==> src/rtl/lif_tdm_scheduler.sv <==
//------------------------------------------------------------------------------
// Module      : lif_tdm_scheduler
// Description : Time-division LIF neuron scheduler sharing one update datapath
//               across NUM_NEURONS virtual neurons, with a valid/ready spike
//               output. Optional statistics enabled by LIF_SCHED_STATS_EN.
// Revision    : 1.0 - initial release
//------------------------------------------------------------------------------
`default_nettype none

module lif_tdm_scheduler #(
    parameter int                          NUM_NEURONS  = 8,
    parameter int                          DATA_WIDTH   = 16,
    parameter int                          WEIGHT_WIDTH = 8,
    parameter logic signed [DATA_WIDTH-1:0] THRESHOLD   = 16'h0100,
    parameter int                          LEAK_SHIFT   = 4,
    parameter logic signed [DATA_WIDTH-1:0] V_RESET     = 16'h0000,
    parameter int                          REFRACTORY   = 4,
    localparam int                         c_IDX_W      = $clog2(NUM_NEURONS)
) (
    input  logic                    clk,
    input  logic                    rst,
    input  logic                    enable,
    input  logic                    tick,
    input  logic                    in_valid,
    output logic                    in_ready,
    input  logic [c_IDX_W-1:0]      in_idx,
    input  logic [WEIGHT_WIDTH-1:0] in_weight,
    output logic                    spike_valid,
    input  logic                    spike_ready,
    output logic [c_IDX_W-1:0]      spike_idx,
    output logic                    busy,
    output logic                    done,
    input  logic [c_IDX_W-1:0]      rd_idx,
    output logic [DATA_WIDTH-1:0]   rd_vmem,
    output logic [15:0]             stat_spikes,
    output logic                    stat_overrun
);

    localparam int c_REFR_W = (REFRACTORY < 1) ? 1 : $clog2(REFRACTORY + 1);
    // Two guard bits cover v - leak + acc without overflow before saturation.
    localparam int c_EXT_W  = DATA_WIDTH + 2;
    localparam logic signed [c_EXT_W-1:0] c_EXT_MAX = {3'b000, {(DATA_WIDTH-1){1'b1}}};
    localparam logic signed [c_EXT_W-1:0] c_EXT_MIN = {3'b111, {(DATA_WIDTH-1){1'b0}}};
    localparam logic [c_IDX_W-1:0] c_LAST = c_IDX_W'(NUM_NEURONS - 1);

    localparam logic [1:0] S_IDLE   = 2'd0;
    localparam logic [1:0] S_UPDATE = 2'd1;
    localparam logic [1:0] S_DONE   = 2'd2;

    function automatic logic signed [DATA_WIDTH-1:0] f_sat(input logic signed [c_EXT_W-1:0] x);
        if (x > c_EXT_MAX)      f_sat = c_EXT_MAX[DATA_WIDTH-1:0];
        else if (x < c_EXT_MIN) f_sat = c_EXT_MIN[DATA_WIDTH-1:0];
        else                    f_sat = x[DATA_WIDTH-1:0];
    endfunction

    logic [1:0]                    r_state, w_state_nxt;
    logic [c_IDX_W-1:0]            r_ptr, w_ptr_nxt;
    logic signed [DATA_WIDTH-1:0]  r_v   [NUM_NEURONS];
    logic signed [DATA_WIDTH-1:0]  r_acc [NUM_NEURONS];
    logic [c_REFR_W-1:0]           r_refr[NUM_NEURONS];
    logic                          r_spike_valid;
    logic [c_IDX_W-1:0]            r_spike_idx;
    logic [DATA_WIDTH-1:0]         r_rd_vmem;

    logic signed [DATA_WIDTH-1:0]  w_v_cur, w_acc_cur, w_leak, w_v_nxt, w_acc_nxt;
    logic [c_REFR_W-1:0]           w_refr_cur;
    logic signed [c_EXT_W-1:0]     w_sum, w_acc_sum;
    logic                          w_accept, w_fire, w_update, w_stall, w_commit, w_spike_load;

    assign in_ready  = enable & (r_state == S_IDLE) & ~rst;
    assign w_accept  = in_valid & in_ready;
    assign w_acc_sum = c_EXT_W'(r_acc[in_idx]) + c_EXT_W'($signed(in_weight));
    assign w_acc_nxt = f_sat(w_acc_sum);

    assign w_v_cur    = r_v[r_ptr];
    assign w_acc_cur  = r_acc[r_ptr];
    assign w_refr_cur = r_refr[r_ptr];
    assign w_leak     = w_v_cur >>> LEAK_SHIFT;
    assign w_sum      = c_EXT_W'(w_v_cur) - c_EXT_W'(w_leak) + c_EXT_W'(w_acc_cur);
    assign w_v_nxt    = f_sat(w_sum);
    assign w_fire     = (w_refr_cur == '0) && (w_v_nxt >= THRESHOLD);

    // A due spike with an undrained output register holds the whole sweep.
    assign w_update     = (r_state == S_UPDATE) & enable;
    assign w_stall      = w_fire & r_spike_valid & ~spike_ready;
    assign w_commit     = w_update & ~w_stall;
    assign w_spike_load = w_commit & w_fire;

    always_comb begin
        w_state_nxt = r_state;
        w_ptr_nxt   = r_ptr;
        case (r_state)
            S_IDLE: begin
                if (tick && enable) begin
                    w_state_nxt = S_UPDATE;
                    w_ptr_nxt   = '0;
                end
            end
            S_UPDATE: begin
                if (w_commit) begin
                    w_ptr_nxt = r_ptr + c_IDX_W'(1);
                    if (r_ptr == c_LAST) w_state_nxt = S_DONE;
                end
            end
            S_DONE: begin
                if (enable) w_state_nxt = S_IDLE;
            end
            default: w_state_nxt = S_IDLE;
        endcase
    end

    always_ff @(posedge clk or posedge rst) begin
        if (rst) begin
            r_state <= S_IDLE;
            r_ptr   <= '0;
        end else begin
            r_state <= w_state_nxt;
            r_ptr   <= w_ptr_nxt;
        end
    end

    always_ff @(posedge clk or posedge rst) begin
        if (rst) begin
            for (int i = 0; i < NUM_NEURONS; i++) begin
                r_v[i]    <= V_RESET;
                r_acc[i]  <= '0;
                r_refr[i] <= '0;
            end
        end else begin
            if (w_accept) r_acc[in_idx] <= w_acc_nxt;
            if (w_commit) begin
                r_acc[r_ptr] <= '0;
                if (w_refr_cur != '0) begin
                    r_refr[r_ptr] <= w_refr_cur - c_REFR_W'(1);
                    r_v[r_ptr]    <= V_RESET;
                end else if (w_fire) begin
                    r_refr[r_ptr] <= c_REFR_W'(REFRACTORY);
                    r_v[r_ptr]    <= V_RESET;
                end else begin
                    r_v[r_ptr]    <= w_v_nxt;
                end
            end
        end
    end

    always_ff @(posedge clk or posedge rst) begin
        if (rst) begin
            r_spike_valid <= 1'b0;
            r_spike_idx   <= '0;
            r_rd_vmem     <= '0;
        end else begin
            if (w_spike_load) begin
                r_spike_valid <= 1'b1;
                r_spike_idx   <= r_ptr;
            end else if (spike_ready) begin
                r_spike_valid <= 1'b0;
            end
            r_rd_vmem <= r_v[rd_idx];
        end
    end

    assign spike_valid = r_spike_valid;
    assign spike_idx   = r_spike_idx;
    assign busy        = (r_state == S_UPDATE) | (r_state == S_DONE);
    assign done        = (r_state == S_DONE);
    assign rd_vmem     = r_rd_vmem;

`ifdef LIF_SCHED_STATS_EN
    logic [15:0] r_stat_spikes;
    logic        r_stat_overrun;

    always_ff @(posedge clk or posedge rst) begin
        if (rst) begin
            r_stat_spikes  <= '0;
            r_stat_overrun <= 1'b0;
        end else begin
            if (w_spike_load && (r_stat_spikes != 16'hFFFF)) r_stat_spikes <= r_stat_spikes + 16'd1;
            if (tick && (busy || !enable)) r_stat_overrun <= 1'b1;
        end
    end

    assign stat_spikes  = r_stat_spikes;
    assign stat_overrun = r_stat_overrun;
`else
    assign stat_spikes  = '0;
    assign stat_overrun = 1'b0;
`endif

endmodule

`default_nettype wire
==> config.mk <==
export PLATFORM = sky130hd
export DESIGN_NAME = lif_tdm_scheduler
export DESIGN_NICKNAME = d
export VERILOG_FILES = /design/src/rtl/lif_tdm_scheduler.sv
export SDC_FILE = /design/constraint.sdc
export NUM_CORES = 1
export LEC_CHECK = 0
export ABC_AREA = 1
export BUFFER_PORTS_ARGS = -buffer_cell sky130_fd_sc_hd__buf_2
export CORE_MARGIN = 2
export CORE_UTILIZATION = 30
export CTS_CLUSTER_SIZE = 28
export DETAILED_ROUTE_END_ITERATION = 8
export GPL_TIMING_DRIVEN = 0
export PLACE_DENSITY = 0.49
export SETUP_SLACK_MARGIN = 0.5
export SYNTH_ARGS = -nofsm -noshare
export SYNTH_HDL_FRONTEND = slang
export SYNTH_SLANG_ARGS = --single-unit
==> constraint.sdc <==
create_clock -name clk -period 21.4 [get_ports clk]
set_clock_uncertainty 0.2 [all_clocks]
set_input_delay 1.07 -clock clk [delete_from_list [all_inputs] [get_ports clk]]
set_output_delay 1.07 -clock clk [all_outputs]
set_load 0.02 [all_outputs]
-- Word-level counts from Yosys, hierarchy flattened
Index checks and enable logic that the tools add are counted.
- latch bits: 0
- output and inout port bits: 40
- flip-flop bits (word level): 305
- input bits: 20
- memories: 0
- bits in writable memories: 0
- word-level logic and storage cells: 129
- bits in read-only memories: 0
- order comparisons: 10
- $add $sub $neg: 5
- multiplexer cells: 44
- bitwise logic cells: 21
- shift-type cells: 0
- reduce and logical (&&, ||, !) cells: 13
- eq/ne operators: 7
- multiply operators: 0
- divide/modulo/power cells: 0
- operators with widths (cell ; count):
    $mux 128 ; 4
    $and 128x128->128 ; 2
    $bwmux 128 ; 2
    $mux 16 ; 14
    $bmux 16 s3 ; 4
    $not 128->128 ; 1
    $demux 16 s3 ; 2
    $mux 24 ; 2
    $bwmux 24 ; 1
    $add 17x16->18 ; 1
    $gt 18x16->1 const B ; 1
    $lt 18x16->1 const B ; 1
    $add 16x8->17 ; 1
    $gt 17x16->1 const B ; 1
    $lt 17x16->1 const B ; 1
    $sub 16x12->17 ; 1
    $and 16x16->16 ; 1
    $ge 16x10->1 const B ; 1
    $not 16->16 ; 1
    $mux 3 ; 5
    $ge 4x4->1 const B ; 3
    $not 3->4 ; 3
    $bmux 3 s3 ; 1
    $demux 3 s3 ; 1
    other kinds (24) ; 45

-- Logic depth before layout (Yosys ltp)
Gate-level depths: netlist (run 1).
- depth after elaboration: 17
- mapped depth: 37
- depth with buffers taken out: 32

-- Least setup slack after synthesis (run 1)
Ideal clock, no wire load.
- kind: register -> register
- start: reg r_ptr[0]
- end: reg r_v[112] (netlist bit)
- cell stages (with the launch flop): 32
- buffers on the path: 5
- period minus slack after synthesis: 5.069 ns
- arrival time: 4.743 ns
- slack: 16.331 ns
- setup time: 0.126 ns
- cell sequence: dfrtp_1 buf_2 inv_1 nor3_1 inv_1 clkbuf_1 clkbuf_1 o22ai_1 a221oi_1 o2111ai_1 fa_1 inv_1 fa_1 nand3b_1 nand2_1 nand2_1 nand2_1 a21oi_1 nand3_1 nand2_2 buf_6 nand2_2 nand2_4 inv_2 nand3_4 nand2_4 nand2_2 nor2_1 nor2_4 buf_2 nand2_1 o21ai_0
- longest elaborated chain between the ends: 15
- elaborated cells between the ends (all ways): 34
- ends and longest elaborated chain (element ; RTL line ; text):
    start: declaration ; 57 ; logic [c_IDX_W-1:0] r_ptr, w_ptr_nxt;
    start signal: assignment ; 118 ; r_ptr <= w_ptr_nxt;
    $not 3->4 (not written as such) (*) ; n/a ;
    $bmux 16 s3 ; 75 ; assign w_v_cur = r_v[r_ptr];
    $mux 16 (not written as such) (2 in series) ; 75 ;
    $sub 16x12->17 ; 79 ; assign w_sum = c_EXT_W'(w_v_cur) - c_EXT_W'(w_leak) + c_EXT_W'(w_acc_cur);
    $add 17x16->18 ; 79 ;
    $lt 18x16->1 ; 52 ; else if (x < c_EXT_MIN) f_sat = c_EXT_MIN[DATA_WIDTH-1:0];
    $mux 16 ; 52 ;
    $mux 16 ; 51 ; if (x > c_EXT_MAX) f_sat = c_EXT_MAX[DATA_WIDTH-1:0];
    $ge 16x10->1 ; 81 ; assign w_fire = (w_refr_cur == '0) && (w_v_nxt >= THRESHOLD);
    $logic_and 1x1->1 ; 81 ;
    $and 1x1->1 (2 in series) ; 85 ; assign w_stall = w_fire & r_spike_valid & ~spike_ready;
    $not 1->1 ; 86 ; assign w_commit = w_update & ~w_stall;
    $and 1x1->1 ; 86 ;
    end signal: indexed assignment ; 140 ; r_v[r_ptr] <= w_v_nxt;
    end: declaration ; 58 ; logic signed [DATA_WIDTH-1:0] r_v [NUM_NEURONS];
Every way passes the cells marked *; elsewhere a longest branch is shown, timed or not. The select of a mux whose other input is x is not followed.
A chain may end at the register's enable or synchronous reset.

-- Worst setup path after layout (run 1)
- start: reg r_ptr[0]
- end: reg r_v[12] (netlist bit)
The elaborated chain is that of the path after synthesis.

==> results of run 1 <==
flip-flops by register name, summed over array words and instances, names as in the netlist:
register     count
r_acc          128
r_v            128
r_refr          24
rd_vmem         16
r_ptr            3
spike_idx        3
r_state          2
spike_valid      1
cell type report:
class	count	share of cell area [%]
clock buffer	56	4.740
timing repair buffer	46	1.225
clock inverter	18	0.6429
buffer	230	4.312
tap	950	4.847
antenna	2	0.02041
sequential	305	31.13
inverter	348	5.368
multi-input combinational	2276	47.72
routing by layer:
layer	share of wire [%]	routed length (um)	up-vias
met1	41	46410	11580
met3	11	12920	347
met4	6.1	6947	2
met5	0.0097	11	-
li1	-	-	10770
met2	42	47410	1602
cell families (layout without fill, tap and decap cells):
logic type	count (synthesis)	count (layout)	share of synthesized area, %
simple gates	1365	1365	27.27
compound gates	814	814	21.68
buf+inv	578	698	10.95
flops	305	305	35.31
fa+ha+maj	56	56	3.798
xor+xnor	24	24	0.9726
other cells	1	19	0.01735
worst paths after layout:
kind / from / cells past startpoint / slack (ps) / end
worst min register to register: r_refr[7] / 2 / 280 / r_refr[7]
worst min-delay path: r_refr[7] / 2 / 280 / r_refr[7]
worst max register to register: r_ptr[0] / 26 / 12730 / r_v[12]
max in group asynchronous: rst / 4 / 19080 / r_v[105]
min in group asynchronous: rst / 2 / 370 / r_state[0]
worst max-delay path: r_ptr[0] / 26 / 12730 / r_v[12]
worst reg2reg max path, delay by kind of cell (launching register included):
family	cells	cell delay, ps
AO/OA/AOI/OAI	2	990
adder cells (fa/ha/maj)	2	890
buffers and inverters	9	2870
flip-flops	1	370
AND/OR/NAND/NOR	13	3230
metrics by stage:
| step | instances | utilization (%) | instance area (um^2) | hold slack (ps) | setup slack, ps |
|---|---|---|---|---|---|
| 2_1_floorplan | 3159 | - | 21670 | 249.0 | 11700 |
| 3_3_place_gp | 4149 | 32.32 | 23060 | 267.4 | 6984 |
| 3_5_place_dp | 4155 | 32.50 | 23190 | 266.8 | 13150 |
| 4_1_cts | 4229 | 34.35 | 24510 | 282.3 | 13120 |
| 5_1_grt | 4229 | 34.35 | 24520 | 305.2 | 12730 |
| 6_report | 4231 | 34.36 | 24520 | 279.9 | 12730 |
Yosys cell counts, drive strengths merged:
| cell | number |
|---|---|
| a211oi | 2 |
| a21boi | 4 |
| a21o | 3 |
| a21oi | 283 |
| a221oi | 67 |
| a22o | 4 |
| a22oi | 34 |
| a31oi | 18 |
| and2 | 2 |
| and3 | 1 |
| buf | 94 |
| clkbuf | 136 |
| clkinv | 8 |
| conb | 1 |
| dfrtp | 305 |
| fa | 16 |
| ha | 40 |
| inv | 340 |
| nand2 | 797 |
| nand3 | 291 |
| nand3b | 3 |
| nand4 | 46 |
| nor2 | 184 |
| nor3 | 38 |
| o2111ai | 23 |
| o21ai | 305 |
| o21bai | 2 |
| o221ai | 1 |
| o22ai | 53 |
| o2bb2ai | 5 |
| o31ai | 10 |
| or2 | 1 |
| or4 | 2 |
| xnor2 | 6 |
| xor2 | 18 |
cells in the final DEF (no fill, tap or decap), types with 8 or more instances in the layout:
cell type  netlist  layout
ha_1            40      40
clkbuf_8         0       8
o2111ai_1       23      23
nand2_1        786     786
clkbuf_1       136     143
a22oi_1         34      34
clkbuf_16        0      41
fa_1            16      16
nor2_1         166     166
o21ai_0        278     276
dfrtp_1        305     305
a221oi_1        66      66
inv_1          330     329
buf_4           24      25
buf_1           17      17
clkinv_1         8       8
nand4_1         45      45
o21ai_1         27      26
o22ai_1         53      53
xor2_1          18      18
buf_2           47      87
nor3_1          35      32
a31oi_1         18      18
nand3_1        286     286
a21oi_1        282     282
conb_1           1      17
clkinv_2         0       9
inv_2            9       9
nor2_2           8       8
buf_6            6       8
nor2_4          10      10
o31ai_1         10      10
==> qor.txt, run 1 <==
Top cells by area, synth = dfrtp_1, nand2_1, nand3_1
Final setup viols = 0
Min Tclk post-route = 8675 ps
Top-level I/O count = 60
CP Class = reg -> reg
Max incr delay on CP = 880 ps
CP Buf/Inv Count = 9
Initial antenna violation count = 4
Tot GR Track Use = 30.12%
Postcts setup bufs = 0
Drt initial violations = 3445
Resized cells post-CTS = 0
Area grow syn2layout = 13.45%
Sequential area share after synthesis = 35.31%
Routed Wire Length = 113700 um
Post-layout nets = 3324
Rel. slew slack = 4.219%
Clk sink count = 305
Die height = 272.4 um
Clock-pin slew on the worst setup and hold paths = 50 ps
Yosys reg bits = 305
Hold_buf cts = 0
Peak Freq = 115.3 MHz
CTS buffer count = 41
Outcome = finished clean
Max-slew violation count = 0
1st-pass router iterations = 6
Clk root buf = clkbuf_16
GR peak layer = met2
Pin count of the biggest net entering global routing = 113
Avg Cell Area, Syn = 6.877 um^2
Filler Cells Inserted = 7849
CTS Buffer Depth = 3
Cell family with most CP delay = simple AND/OR/NAND/NOR gates
CP max-delay cell = nor3_2
# rows = 98
Worst hold path class = reg -> reg
CP Launch Type = flip-flop
Share of cells above drive strength 1 = 7.563%
CTS tree = done
DP HPWL = 82940 um
CTS H-Tree Depth = 2
Footprint of the multi-input gates = 0.01170 mm^2
Unique cell type count in the Yosys netlist = 51
Initial cell density of the core = 30.29%
DRC = 0
Routed vias = 24300
Vias/cell = 5.743
Synth area leader = dfrtp_1
Max Cap Viol = 0
Synth Cell Area = 0.02161 mm^2
Slew @ Worst Pin = 1437 ps
GPL Wtd Cong = 1.012
GR Util met1 = 41.11%
Yosys warnings = 0
Critical Path AT = 8930 ps
Worst-Skew Late Latency = 610 ps
RSZ-0062 raised after global routing = no
Routed WL per cell = 26.87 um
Top-area cell type share of the netlist area = 35.31%
Met2 usage = 43.89%
Die Area = 0.07421 mm^2
Setup TNS = 0 ps
Met3 Use GR = 7.132%
Final worst path period share = 40.54%
First-pass GRT wire length = 163400 um
GRT overflow = 0
Cells after synthesis = 3143
Storage element area = 0.007632 mm^2
Final ANT Viol Nets = 0
Core box area = 0.07136 mm^2
Port bufs = 40
Crit. End Element = flip-flop
Vias in the first global route = 22180
Die X = 272.4 um
CP Max Fanout = 10
Final hold viol count = 0
Critical path required time = 21660 ps
Power of run 1 is not shown: default switching activity piles up to over one toggle a cycle in this logic, so the estimate is an artifact.
==> run 2: changes to the inputs <==
Settings changed: PLACE_DENSITY 0.49 to 0.51.
Clock period 21.4 ns to 7.6 ns, I/O delays scaled along.
==> qor.txt, run 2 (synthesized netlist as in run 1, its figures left out) <==
Critical path required time = 7940 ps
Worst hold path class = in -> reg
Min Tclk post-route = 6840 ps
Outcome = finished, violations left
CTS buffer count = 40
Clock-pin slew on the worst setup and hold paths = 60 ps
Die Area = 0.07421 mm^2
Dpl cells = 4164
Launch point of the worst path = r_ptr[1]
Initial cell density of the core = 30.29%
GPL Wtd Cong = 1.016
Max Cap Viol = 1
Commonest non-fill, non-tap cell in the layout = nand2_1
Initial antenna violation count = 4
Die height = 272.4 um
Critical Path AT = 7180 ps
Max-slew violation count = 1
CP Capture Point = r_v[65]
Crit. End Element = flip-flop
R2r startpoint = r_ptr[1]
Fin util = 34.75%
RSZ-0062 raised after global routing = no
Pin count of the biggest net entering global routing = 37
Final worst path period share = 90.00%
Final cell count without fillers = 4241
DRC = 0
Slew @ Worst Pin = 1491 ps
Cell family with most CP delay = simple AND/OR/NAND/NOR gates
CP Buf/Inv Count = 8
CTS tree = done
Max incr delay on CP = 600 ps
FF-to-FF End = r_v[65]
Vias in the first global route = 22650
First-pass GRT wire length = 163700 um
CTS H-Tree Depth = 2
CTS Buffer Depth = 3
Clk sink count = 305
Commonest non-fill, non-tap cells in the layout = nand2_1, inv_1, dfrtp_1
Routed vias = 24470
CP max-delay cell = fa_1
Final ANT Viol Nets = 0
Port bufs = 40
Routed WL per cell = 26.80 um
Peak Freq = 146.2 MHz
GRT overflow = 0
Violated checks = capacitance limit, slew limit
Area grow syn2layout = 14.73%
Core box area = 0.07136 mm^2
1st-pass router iterations = 9
Share of cells above drive strength 1 = 9.453%
CP Max Fanout = 10
Die X = 272.4 um
Drt initial violations = 3998
Final hold viol count = 0
Rel. slew slack = -0.05211%
Vias/cell = 5.769
Top-level I/O count = 60
Tot GR Track Use = 30.04%
CP Launch Type = flip-flop
Worst hold slack = 43.67 ps
Routed Wire Length = 113600 um
# rows = 98
CP Class = reg -> reg
WP depth = 28
Regs by FF count = r_acc (128), r_v (128), r_refr (24)
Final setup viols = 0
Post-layout nets = 3338
DP HPWL = 83510 um
Cells on worst reg2reg path = 28
Worst-Skew Late Latency = 600 ps
Worst R2R Setup Slack = 760 ps
Clk root buf = clkbuf_16
## run 2: layout make-up
class	count	area [um^2]
antenna	1	2.502
buffer	230	1145
clock buffer	56	1121
clock inverter	14	92.59
fill	7782	46570
inverter	348	1313
multi-input combinational	2276	11810
sequential	305	7632
tap	950	1189
timing repair buffer	61	488.0
## run 2: per-layer routing
layer	part of all wire [%]	vias up	wire, um	GRT usage (%)
li1	-	10780	-	-
met1	41	11660	46230	41.13
met2	41	1659	46540	43.50
met3	12	363	13820	7.353
met4	6.2	4	7021	15.78
met5	0.029	-	33	0
## run 2: stage by stage
step	worst slack [ps]	instance area, um^2	TNS, ps
floorplan	2531	21680	0
global placement	-529.1	23070	-77690
detailed placement	-493.7	23320	-65850
CTS	502.9	24670	0
global route	533.7	24790	0
finish	760.2	24800	0
## run 2: how the worst min path moves through the flow
stage	start	to	slack [ps]	depth (start not counted)
final	enable	r_state[1]	40	5
after global routing	enable	r_state[1]	40	5
after CTS	enable	r_state[1]	20	5
after detailed placement	r_refr[6]	r_refr[6]	270	2
after global placement	r_refr[6]	r_refr[6]	270	2
after floorplan	r_refr[4]	r_refr[4]	250	2
## run 2: timing repair
action | 4_1_cts | 5_1_grt
endpoints found under the setup margin | 289 | 247
hold buffers | 2 | 0
hold endpoints to repair | 26 | 0
resized for setup | 42 | 95
pin swaps | 2 | 2
setup buffers | 2 | 1
## run 2: worst reg2reg max path: cells and delay by family, from the launching register on
kind | cells | cell delay, ps
DFF | 1 | 380
adders and majority gates | 2 | 940
and+or+nand+nor | 16 | 2830
buffers and inverters | 8 | 1930
AOI/OAI and AO/OA | 2 | 510
Power of run 2 is left out for the same reason.
